<file path="config.mk">
export PLATFORM = sky130hd
export DESIGN_NAME = oled_text_render
export DESIGN_NICKNAME = d
export VERILOG_FILES = /design/src/rtl/oled_pkg.sv /design/src/rtl/oled_glyph_shift.sv /design/src/rtl/oled_text_render.sv
export SDC_FILE = /design/constraint.sdc
export NUM_CORES = 2
export LEC_CHECK = 0
export CAP_MARGIN = 20
export CORE_AREA = 2 2 319 321
export DETAILED_ROUTE_END_ITERATION = 10
export DIE_AREA = 0 0 321 323
export GPL_ROUTABILITY_DRIVEN = 0
export PLACE_DENSITY = 0.57
export RECOVER_POWER = 50
export SLEW_MARGIN = 20
export SYNTH_ARGS = -nofsm -noshare
export SYNTH_HDL_FRONTEND = slang
export SYNTH_SLANG_ARGS = --single-unit
</file>
<file path="constraint.sdc">
create_clock -name i_clk -period 10 [get_ports i_clk]
set_clock_uncertainty 0.1 [all_clocks]
set_input_delay 3 -clock i_clk [delete_from_list [all_inputs] [get_ports i_clk]]
set_output_delay 3 -clock i_clk [all_outputs]
set_load 0.03 [all_outputs]
</file>
<file path="src/rtl/oled_pkg.sv">
// -----------------------------------------------------------------------------
// oled_pkg
// Shared definitions for the OLED text renderer: screen/glyph geometry,
// colour width, font ROM address layout, the renderer FSM state type and a
// helper that builds a font ROM address from a character code and glyph row.
// -----------------------------------------------------------------------------
package oled_pkg;

  // Screen and glyph geometry (pixels)
  localparam int OLED_NUM_COL        = 96;
  localparam int OLED_NUM_ROW        = 64;
  localparam int OLED_ASCII_COL_SIZE = 8;
  localparam int OLED_ASCII_ROW_SIZE = 8;

  // Pixel colour width
  localparam int OLED_N_COLOR_BITS   = 8;

  // Font ROM address = {character code, glyph row}
  localparam int OLED_CHAR_BITS      = 8;
  localparam int OLED_GLYPH_ROW_BITS = 3;
  localparam int OLED_FONT_ADDR_W    = OLED_CHAR_BITS + OLED_GLYPH_ROW_BITS;

  // One glyph row as returned by the font ROM (bit 7 = leftmost pixel)
  localparam int OLED_GLYPH_W        = 8;

  typedef enum logic [2:0] {
    ST_IDLE,
    ST_FETCH,
    ST_LOAD,
    ST_STREAM,
    ST_DONE
  } oled_state_e;

  // Character codes go to the ROM untouched; no printable-range filtering.
  function automatic logic [OLED_FONT_ADDR_W-1:0] font_addr_f(
    input logic [OLED_CHAR_BITS-1:0]      ch,
    input logic [OLED_GLYPH_ROW_BITS-1:0] glyph_row
  );
    return {ch, glyph_row};
  endfunction

endpackage

</file>
<file path="src/rtl/oled_glyph_shift.sv">
// -----------------------------------------------------------------------------
// oled_glyph_shift
// Holds one glyph row fetched from the font ROM and presents its leftmost
// pixel on o_msb. Each accepted pixel shifts the row left by one so the next
// pixel to the right becomes the MSB.
//
// Ports
//   i_clk    : clock, rising edge
//   i_rst_n  : synchronous active-low reset, clears the row
//   i_load   : capture i_data (takes priority over i_shift)
//   i_data   : glyph row from the font ROM, bit 7 = leftmost pixel
//   i_shift  : advance one pixel (pixel handshake)
//   o_msb    : current pixel bit (1 = text colour, 0 = background)
// -----------------------------------------------------------------------------
module oled_glyph_shift
  import oled_pkg::*;
(
  input  logic                    i_clk,
  input  logic                    i_rst_n,
  input  logic                    i_load,
  input  logic [OLED_GLYPH_W-1:0] i_data,
  input  logic                    i_shift,
  output logic                    o_msb
);

  logic [OLED_GLYPH_W-1:0] glyph_q;
  logic [OLED_GLYPH_W-1:0] glyph_d;

  always_comb begin
    glyph_d = glyph_q;
    if (i_load) begin
      glyph_d = i_data;
    end else if (i_shift) begin
      glyph_d = {glyph_q[OLED_GLYPH_W-2:0], 1'b0};
    end
  end

  always_ff @(posedge i_clk) begin
    if (!i_rst_n) begin
      glyph_q <= '0;
    end else begin
      glyph_q <= glyph_d;
    end
  end

  assign o_msb = glyph_q[OLED_GLYPH_W-1];

endmodule

</file>
<file path="src/rtl/oled_text_render.sv">
// -----------------------------------------------------------------------------
// oled_text_render
// Renders a full screen of 8x8 character cells into a raster pixel stream.
// On a frame request the text buffer and both colours are snapshotted, then
// for every 8-pixel glyph row the block fetches the glyph row from an
// external font ROM (1-cycle latency), loads it into a shift register and
// streams 8 pixels over a valid/ready handshake. Pixels come out row-major,
// x 0..NUM_COL-1 within y 0..NUM_ROW-1.
//
// Ports
//   i_clk              : clock, rising edge
//   i_rst_n            : synchronous active-low reset (aborts a frame)
//   i_frame_req        : start-of-frame request, honoured only in IDLE
//   i_ASCII            : screen text, char k at bits [8*(NCHARS-k)-1 -: 8]
//   i_BACKGROUND_COLOR : colour for glyph bit 0
//   i_TEXT_COLOR       : colour for glyph bit 1
//   o_font_addr        : {char, glyph_row} to the font ROM
//   i_font_data        : glyph row, valid one cycle after o_font_addr
//   o_pix_data         : pixel colour
//   o_pix_valid        : o_pix_data valid
//   i_pix_ready        : downstream accepts the pixel
//   o_busy             : frame in progress
//   o_frame_done       : one-cycle pulse when a frame completes
// -----------------------------------------------------------------------------
module oled_text_render
  import oled_pkg::*;
#(
  parameter int NUM_COL        = OLED_NUM_COL,
  parameter int NUM_ROW        = OLED_NUM_ROW,
  parameter int ASCII_COL_SIZE = OLED_ASCII_COL_SIZE,
  parameter int ASCII_ROW_SIZE = OLED_ASCII_ROW_SIZE,
  parameter int N_COLOR_BITS   = OLED_N_COLOR_BITS
) (
  input  logic                        i_clk,
  input  logic                        i_rst_n,
  input  logic                        i_frame_req,
  input  logic [(NUM_COL/ASCII_COL_SIZE)*(NUM_ROW/ASCII_ROW_SIZE)*8-1:0] i_ASCII,
  input  logic [N_COLOR_BITS-1:0]     i_BACKGROUND_COLOR,
  input  logic [N_COLOR_BITS-1:0]     i_TEXT_COLOR,
  output logic [OLED_FONT_ADDR_W-1:0] o_font_addr,
  input  logic [OLED_GLYPH_W-1:0]     i_font_data,
  output logic [N_COLOR_BITS-1:0]     o_pix_data,
  output logic                        o_pix_valid,
  input  logic                        i_pix_ready,
  output logic                        o_busy,
  output logic                        o_frame_done
);

  localparam int NUM_ASCII_COL = NUM_COL / ASCII_COL_SIZE;
  localparam int NUM_ASCII_ROW = NUM_ROW / ASCII_ROW_SIZE;
  localparam int NUM_CHARS     = NUM_ASCII_COL * NUM_ASCII_ROW;
  localparam int X_W           = $clog2(NUM_COL);
  localparam int Y_W           = $clog2(NUM_ROW);
  localparam int GX_W          = $clog2(ASCII_COL_SIZE);
  localparam int GY_W          = $clog2(ASCII_ROW_SIZE);
  localparam int CIDX_W        = $clog2(NUM_CHARS);

  // ---------------------------------------------------------------------------
  // State and counters
  // ---------------------------------------------------------------------------
  oled_state_e state_q, state_d;
  logic [X_W-1:0] x_q, x_d;
  logic [Y_W-1:0] y_q, y_d;

  // Snapshot of the text buffer and colours taken at frame start
  logic [OLED_CHAR_BITS-1:0] ascii_in [NUM_CHARS];
  logic [OLED_CHAR_BITS-1:0] ascii_q  [NUM_CHARS];
  logic [N_COLOR_BITS-1:0]   bg_q;
  logic [N_COLOR_BITS-1:0]   text_q;

  logic snap_load;
  logic glyph_load;
  logic handshake;
  logic glyph_end;
  logic last_x;
  logic last_y;
  logic glyph_msb;

  // Unpack the flat text bus so char 0 (top-left) sits in the top byte.
  genvar gi;
  generate
    for (gi = 0; gi < NUM_CHARS; gi++) begin : g_unpack
      assign ascii_in[gi] = i_ASCII[8*(NUM_CHARS-gi)-1 -: 8];
    end
  endgenerate

  always_ff @(posedge i_clk) begin
    if (!i_rst_n) begin
      for (int i = 0; i < NUM_CHARS; i++) begin
        ascii_q[i] <= '0;
      end
      bg_q   <= '0;
      text_q <= '0;
    end else if (snap_load) begin
      ascii_q <= ascii_in;
      bg_q    <= i_BACKGROUND_COLOR;
      text_q  <= i_TEXT_COLOR;
    end
  end

  // ---------------------------------------------------------------------------
  // Character lookup: the cell under the current pixel
  // ---------------------------------------------------------------------------
  logic [X_W-GX_W-1:0]       char_col;
  logic [Y_W-GY_W-1:0]       char_row;
  logic [CIDX_W-1:0]         char_idx;
  logic [OLED_CHAR_BITS-1:0] cur_char;

  assign char_col = x_q[X_W-1:GX_W];
  assign char_row = y_q[Y_W-1:GY_W];
  assign char_idx = CIDX_W'(char_row) * CIDX_W'(NUM_ASCII_COL) + CIDX_W'(char_col);
  assign cur_char = ascii_q[char_idx];

  // Counters hold through FETCH and LOAD, so the address is stable for the
  // whole ROM access even though it is derived combinationally.
  assign o_font_addr = font_addr_f(cur_char, y_q[OLED_GLYPH_ROW_BITS-1:0]);

  // ---------------------------------------------------------------------------
  // FSM
  // ---------------------------------------------------------------------------
  assign handshake = (state_q == ST_STREAM) && i_pix_ready;
  assign glyph_end = (x_q[GX_W-1:0] == GX_W'(ASCII_COL_SIZE - 1));
  assign last_x    = (x_q == X_W'(NUM_COL - 1));
  assign last_y    = (y_q == Y_W'(NUM_ROW - 1));

  always_comb begin
    state_d    = state_q;
    x_d        = x_q;
    y_d        = y_q;
    snap_load  = 1'b0;
    glyph_load = 1'b0;

    case (state_q)
      ST_IDLE: begin
        if (i_frame_req) begin
          snap_load = 1'b1;
          x_d       = '0;
          y_d       = '0;
          state_d   = ST_FETCH;
        end
      end

      ST_FETCH: begin
        state_d = ST_LOAD;
      end

      ST_LOAD: begin
        glyph_load = 1'b1;
        state_d    = ST_STREAM;
      end

      ST_STREAM: begin
        if (handshake) begin
          if (last_x) begin
            x_d = '0;
            y_d = last_y ? '0 : y_q + Y_W'(1);
          end else begin
            x_d = x_q + X_W'(1);
          end
          // A glyph row ends every 8 accepted pixels; the very last one of
          // the screen ends the frame instead of fetching again.
          if (glyph_end) begin
            state_d = (last_x && last_y) ? ST_DONE : ST_FETCH;
          end
        end
      end

      ST_DONE: begin
        state_d = ST_IDLE;
      end

      default: begin
        state_d = ST_IDLE;
      end
    endcase
  end

  always_ff @(posedge i_clk) begin
    if (!i_rst_n) begin
      state_q <= ST_IDLE;
      x_q     <= '0;
      y_q     <= '0;
    end else begin
      state_q <= state_d;
      x_q     <= x_d;
      y_q     <= y_d;
    end
  end

  // ---------------------------------------------------------------------------
  // Glyph row shift register
  // ---------------------------------------------------------------------------
  oled_glyph_shift u_glyph_shift (
    .i_clk   (i_clk),
    .i_rst_n (i_rst_n),
    .i_load  (glyph_load),
    .i_data  (i_font_data),
    .i_shift (handshake),
    .o_msb   (glyph_msb)
  );

  // ---------------------------------------------------------------------------
  // Outputs
  // ---------------------------------------------------------------------------
  assign o_pix_valid  = (state_q == ST_STREAM);
  assign o_pix_data   = o_pix_valid ? (glyph_msb ? text_q : bg_q) : '0;
  assign o_busy       = (state_q != ST_IDLE);
  assign o_frame_done = (state_q == ST_DONE);

endmodule

</file>
Word level (Yosys, flattened, before mapping)
Index checks and enable logic that the tools add are counted.
W data, S select, Z words.

word-level totals
  latch bits = 0
  output and inout port bits = 22
  bits in registers = 808
  word-level logic and storage cells = 152
  bits in writable memories = 0
  memory bits (read-only) = 0
  memories kept = 0

operators by class
  magnitude comparators = 1
  shift operators = 0
  div/mod/pow operators = 0
  bitwise gates (word level) = 1
  equal/unequal tests = 11
  add/subtract/negate cells = 3
  multiply operators = 1
  reduce and logical (&&, ||, !) cells = 9
  muxes and demuxes = 24

operators by type and width
  operator               number
  $bmux W8 S7            1
  $mux W8                6
  $mux W6                4
  $mux W7                3
  $pmux W7 S2            1
  $mux W3                4
  $pmux W3 S4            1
  $pmux W6 S2            1
  $ge A8 B8 Y1 const B   1
  $not A7 Y8             1
  $add A7 B1 Y7 const B  1
  $add A7 B4 Y7          1
  $eq A7 B7 Y1 const B   1
  $add A6 B1 Y6 const B  1
  $eq A3 B2 Y1 const B   2
  $eq A3 B3 Y1 const B   2
  $eq A6 B6 Y1 const B   1
  $ne A2 B1 Y1 const B   3
  $reduce_and A3 Y1      2
  $mul A3 B2 Y5 const B  1
  $reduce_and A4 Y1      1
  $reduce_bool A2 Y1     2
  $eq A3 B1 Y1 const B   1
  $logic_not A3 Y1       1
  4 further kinds        7

Depth between registers and ports, before layout
  word-level depth = 6
  gate-level depth with buffers = 9
  mapped depth without buffers = 8

Hierarchy
From an unflattened synthesis, not the netlist that was laid out.

unflattened totals
  cells, all modules = 4119
  area, all modules = 36445.0 µm²

modules (own cells, without submodules)
  module            cells each  instances  area each (µm²)
  oled_text_render  4084        1          36025.8
  oled_glyph_shift  35          1          419.2

Least setup slack after synthesis
Ideal clock, no wire load.

  kind = reg-to-output
  from = reg y_q[3]
  to = out o_font_addr[7]
  data arrival time = 2.586 ns
  stages on the path, launching flop included = 9
  buffers on the path = 1
  data required time = 6.900 ns
  path slack = 4.314 ns
  cell sequence = dfxtp_1 -> ha_1 -> inv_1 -> fa_1 -> buf_2 -> or3_1 -> a21boi_1 -> o311ai_1 -> o211ai_1

on the way
  word-level cells in the longest chain between the ends = 6

RTL lines
  item                                         RTL line                 RTL
  from (decl)                                  oled_text_render.sv:63   logic [Y_W-1:0] y_q, y_d;
  from (signal assigned)                       oled_text_render.sv:186  y_q <= y_d;
  $mul A3 B2 Y5                                oled_text_render.sv:111  assign char_idx = CIDX_W'(char_row) * CIDX_W'(NUM_ASCII_COL) + CIDX_W'(char_col);
  $add A7 B4 Y7                                oled_text_render.sv:111
  $not A7 Y8 (not written as such)             oled_text_render.sv:112  assign cur_char = ascii_q[char_idx];
  $bmux W8 S7                                  oled_text_render.sv:112
  $mux W8 (not written as such) (2 in series)  oled_text_render.sv:112
  to (decl)                                    oled_text_render.sv:40   output logic [OLED_FONT_ADDR_W-1:0] o_font_addr,

Every way passes these cells. The select of a mux whose other input is x is not followed.

Final worst setup path
  from = in i_rst_n
  to = reg ascii_q[197] (netlist name)

RTL lines
  item                  RTL line                RTL
  from (decl)           oled_text_render.sv:35  input logic i_rst_n,
  to (signal assigned)  oled_text_render.sv:95  ascii_q <= ascii_in;
  to (decl)             oled_text_render.sv:67  logic [OLED_CHAR_BITS-1:0] ascii_q [NUM_CHARS];

No word-level cell between the ends.

==> run metrics <==
# hold bufs at CTS 0; Synth async-reset ratio 0%; DRT iter0 DRCs 2,702; worst hold path startpoint ascii_q[283]; ANT nets after route 0; HPWL after DPL between 100,000 and 150,000 um; layout cells sized above 1 8.56%; combinational power share about 14%; RR Startpoint x_q[4]; Leakage Power 17.1 nW; first-pass detailed-route iteration total 5; Post-Syn Area about 36,000 um2; CTS max path bufs 3; average vias per placed instance a little over 5; die width 321 um; pin count of the biggest net entering global routing around 260; initial antenna violation count 8; CTS Buf Count between 80 and 90; Placed Area 45,000 um2; max_cap viols 3; EDFF count, synth 0; H-tree levels 3; VDD IR max approximately 0.13 mV; # rows roughly 120; Hold Slack 0.350 ns; Synth top area share between 40 and 50%; nature of the critical path endpoint flip-flop; core box area 101,000 um2; fin crit period ~8.5 ns; P&R area growth vs syn 32.7%; Syn Area/Cell 8.81 um2; Initial Util 36.0%; switch share 25.7%; critical-path cell list clkbuf_1, clkbuf_2, a21boi_1; Critical Path Max Stage Delay 3.69 ns; predominant post-synthesis flop cell dfxtp_1; Worst Hold Class flip-flop to flip-flop; Multi-input gate area roughly 19,000 um2; Clock Tree Root clkbuf_16; Ys Warns 0; final worst path period share roughly 85%; Synth area leader dfxtp_1; flop2flop setup slack around 6.6 ns; clock-pin slew on the worst setup and hold paths 0.06 ns; grt ovf 0; critical path arrival between 8 and 9 ns; most instantiated library cell after synthesis nand2_1; routed length per placed instance ~23 um; TNS Setup 0 ns; hold-critical path depth 2; die area 104,000 um2; clock share of power 42.4%; die height about 320 um; CP max stage cell clkbuf_1; kind of critical path input pin to flip-flop; Post-Syn Nets a little under 5,000; Syn Inst Count just over 4,000; number of distinct library cells after synthesis 57; startpoint types input pin; Area contributors post-synth dfxtp_1 45%, nand2_1 17%, a21boi_1 16%, mux4_2 10%, clkbuf_1 2.4%; fill cell count around 10,000; status finished with violations; Reg power frac about 44%; Post-Layout Cell Count approximately 6,100; vias in the first global route ~31,000; post-synthesis sequential area ratio 44.6%; final setup fails 0; Least-Margin Pin Slew around 5.4 ns; Slew Viols, Final 308; Switch Pwr approximately 0.0021 W; failing checks capacitance limit, slew limit; Placed Instances between 5,000 and 6,000; number of cells on the worst reg-to-reg path 6; remaining routing DRC violations 0; RR Endpoint y_q[5]; maximum clock rate about 0.12 GHz; synthesis-stage register bit count 808; Final Instance Area around 48,000 um2; Post-synth top cells 1,624 x nand2_1, 808 x dfxtp_1, 761 x a21boi_1, 230 x clkbuf_1, 165 x mux4_2; first-pass GRT wire length 203,000 um; PortBufs between 800 and 900; cts repair resizes 0; CTS tree yes; GRT Util Overall 26.3%; PwrDens approximately 170 nW/um2; Slew headroom -259%; routed vias 31,600; Int Pwr about 0.0061 W; CTS sink count approximately 800; nets@finish 5,517; Final Hold Vio Count 0; sequential cell area about 16,000 um2; I/O Pins a little over 800; crit path max fanout 138; worst-skew pair later-pin latency 0.64 ns; Hold Crit Endpoint ascii_q[283]; RSZ-0062 raised after global routing false; postcts setup bufs 0; Req. time, crit path 10.46 ns; Total Routed Length 142,000 um
how the worst max path moves through the flow:
stage | startpoint | endpoint | slack [ns] | depth (start not counted)
6_report | i_rst_n | ascii_q[197] | 1.53 | 3
5_1_grt | i_rst_n | ascii_q[705] | 0.99 | 3
4_1_cts | y_q[3] | o_font_addr[8] | 2.11 | 8
3_5_place_dp | y_q[3] | o_font_addr[3] | 2.82 | 8
3_3_place_gp | y_q[3] | o_font_addr[3] | 2.82 | 8
2_1_floorplan | y_q[3] | o_font_addr[7] | 4.31 | 8
cell type report:
cell class	instances	area share [%]
Timing Repair Buffer	847	17.7
Multi-Input combinational cell	2956	38.7
Clock inverter	27	0.890
Antenna cell	4	0.0208
Sequential cell	808	33.6
Tap cell	1309	3.40
Clock buffer	134	5.53
Inverter	8	0.0624
routing by layer:
metal	wire length [um]	global-route usage (%)	share of wire, %	up-vias
met1	58600	33.1	41	15300
met2	70000	45.8	49	972
li1	-	-	-	15100
met4	5170	9.81	3.7	6
met5	34	0	0.024	-
met3	7690	3.63	5.4	193
critical path, delay by kind of cell:
kind | cells | cell delay [ns]
AOI/OAI and AO/OA | 1 | 0.30
buffers and inverters | 2 | 5.45
logic make-up after synthesis:
family,synth area share (%)
multiplexers,12.6
AND/OR/NAND/NOR,18.4
AO/OA/AOI/OAI,19.7
XOR/XNOR,0.169
adder cells (fa/ha/maj),0.421
flip-flops,44.6
buffers and inverters,4.12
sequential cells by signal (all words and copies together), names as in the netlist:
signal / flops
bg_q: 8
state_q: 3
x_q: 7
text_q: 8
u_glyph_shift.glyph_q: 8
y_q: 6
ascii_q: 768
stage by stage:
step           total power [W]  setup WS [ns]  utilization [%]
4_1_cts                0.00832           2.11             47.8
3_3_place_gp           0.00482           2.82             44.7
6_report               0.00824           1.53             47.8
2_1_floorplan          0.00420           4.31                -
3_5_place_dp           0.00483           2.82             44.7
5_1_grt                0.00853          0.994             47.8
power groups by stage:
stage / Combinational, W / Clock (W) / Sequential, W
2_1_floorplan: 0.000617 / 0 / 0.00358
3_3_place_gp: 0.00116 / 0 / 0.00366
3_5_place_dp: 0.00117 / 0 / 0.00366
4_1_cts: 0.00117 / 0.00355 / 0.00359
5_1_grt: 0.00125 / 0.00367 / 0.00361
6_report: 0.00115 / 0.00349 / 0.00359
layout by cell type, fill, tap and decap left out, drive strengths merged, types with 28 or more instances in the layout:
| cell | netlist | routed |
|---|---|---|
| a21boi | 793 | 793 |
| a22oi | 66 | 66 |
| buf | 112 | 28 |
| clkbuf | 230 | 137 |
| clkdlybuf4s50 | 0 | 814 |
| dfxtp | 808 | 808 |
| mux2 | 58 | 58 |
| mux4 | 165 | 165 |
| nand2 | 1624 | 1624 |
| nor2 | 32 | 32 |
| o21ai | 34 | 34 |
| o22ai | 35 | 35 |
Power figures use the tool's default switching activity.
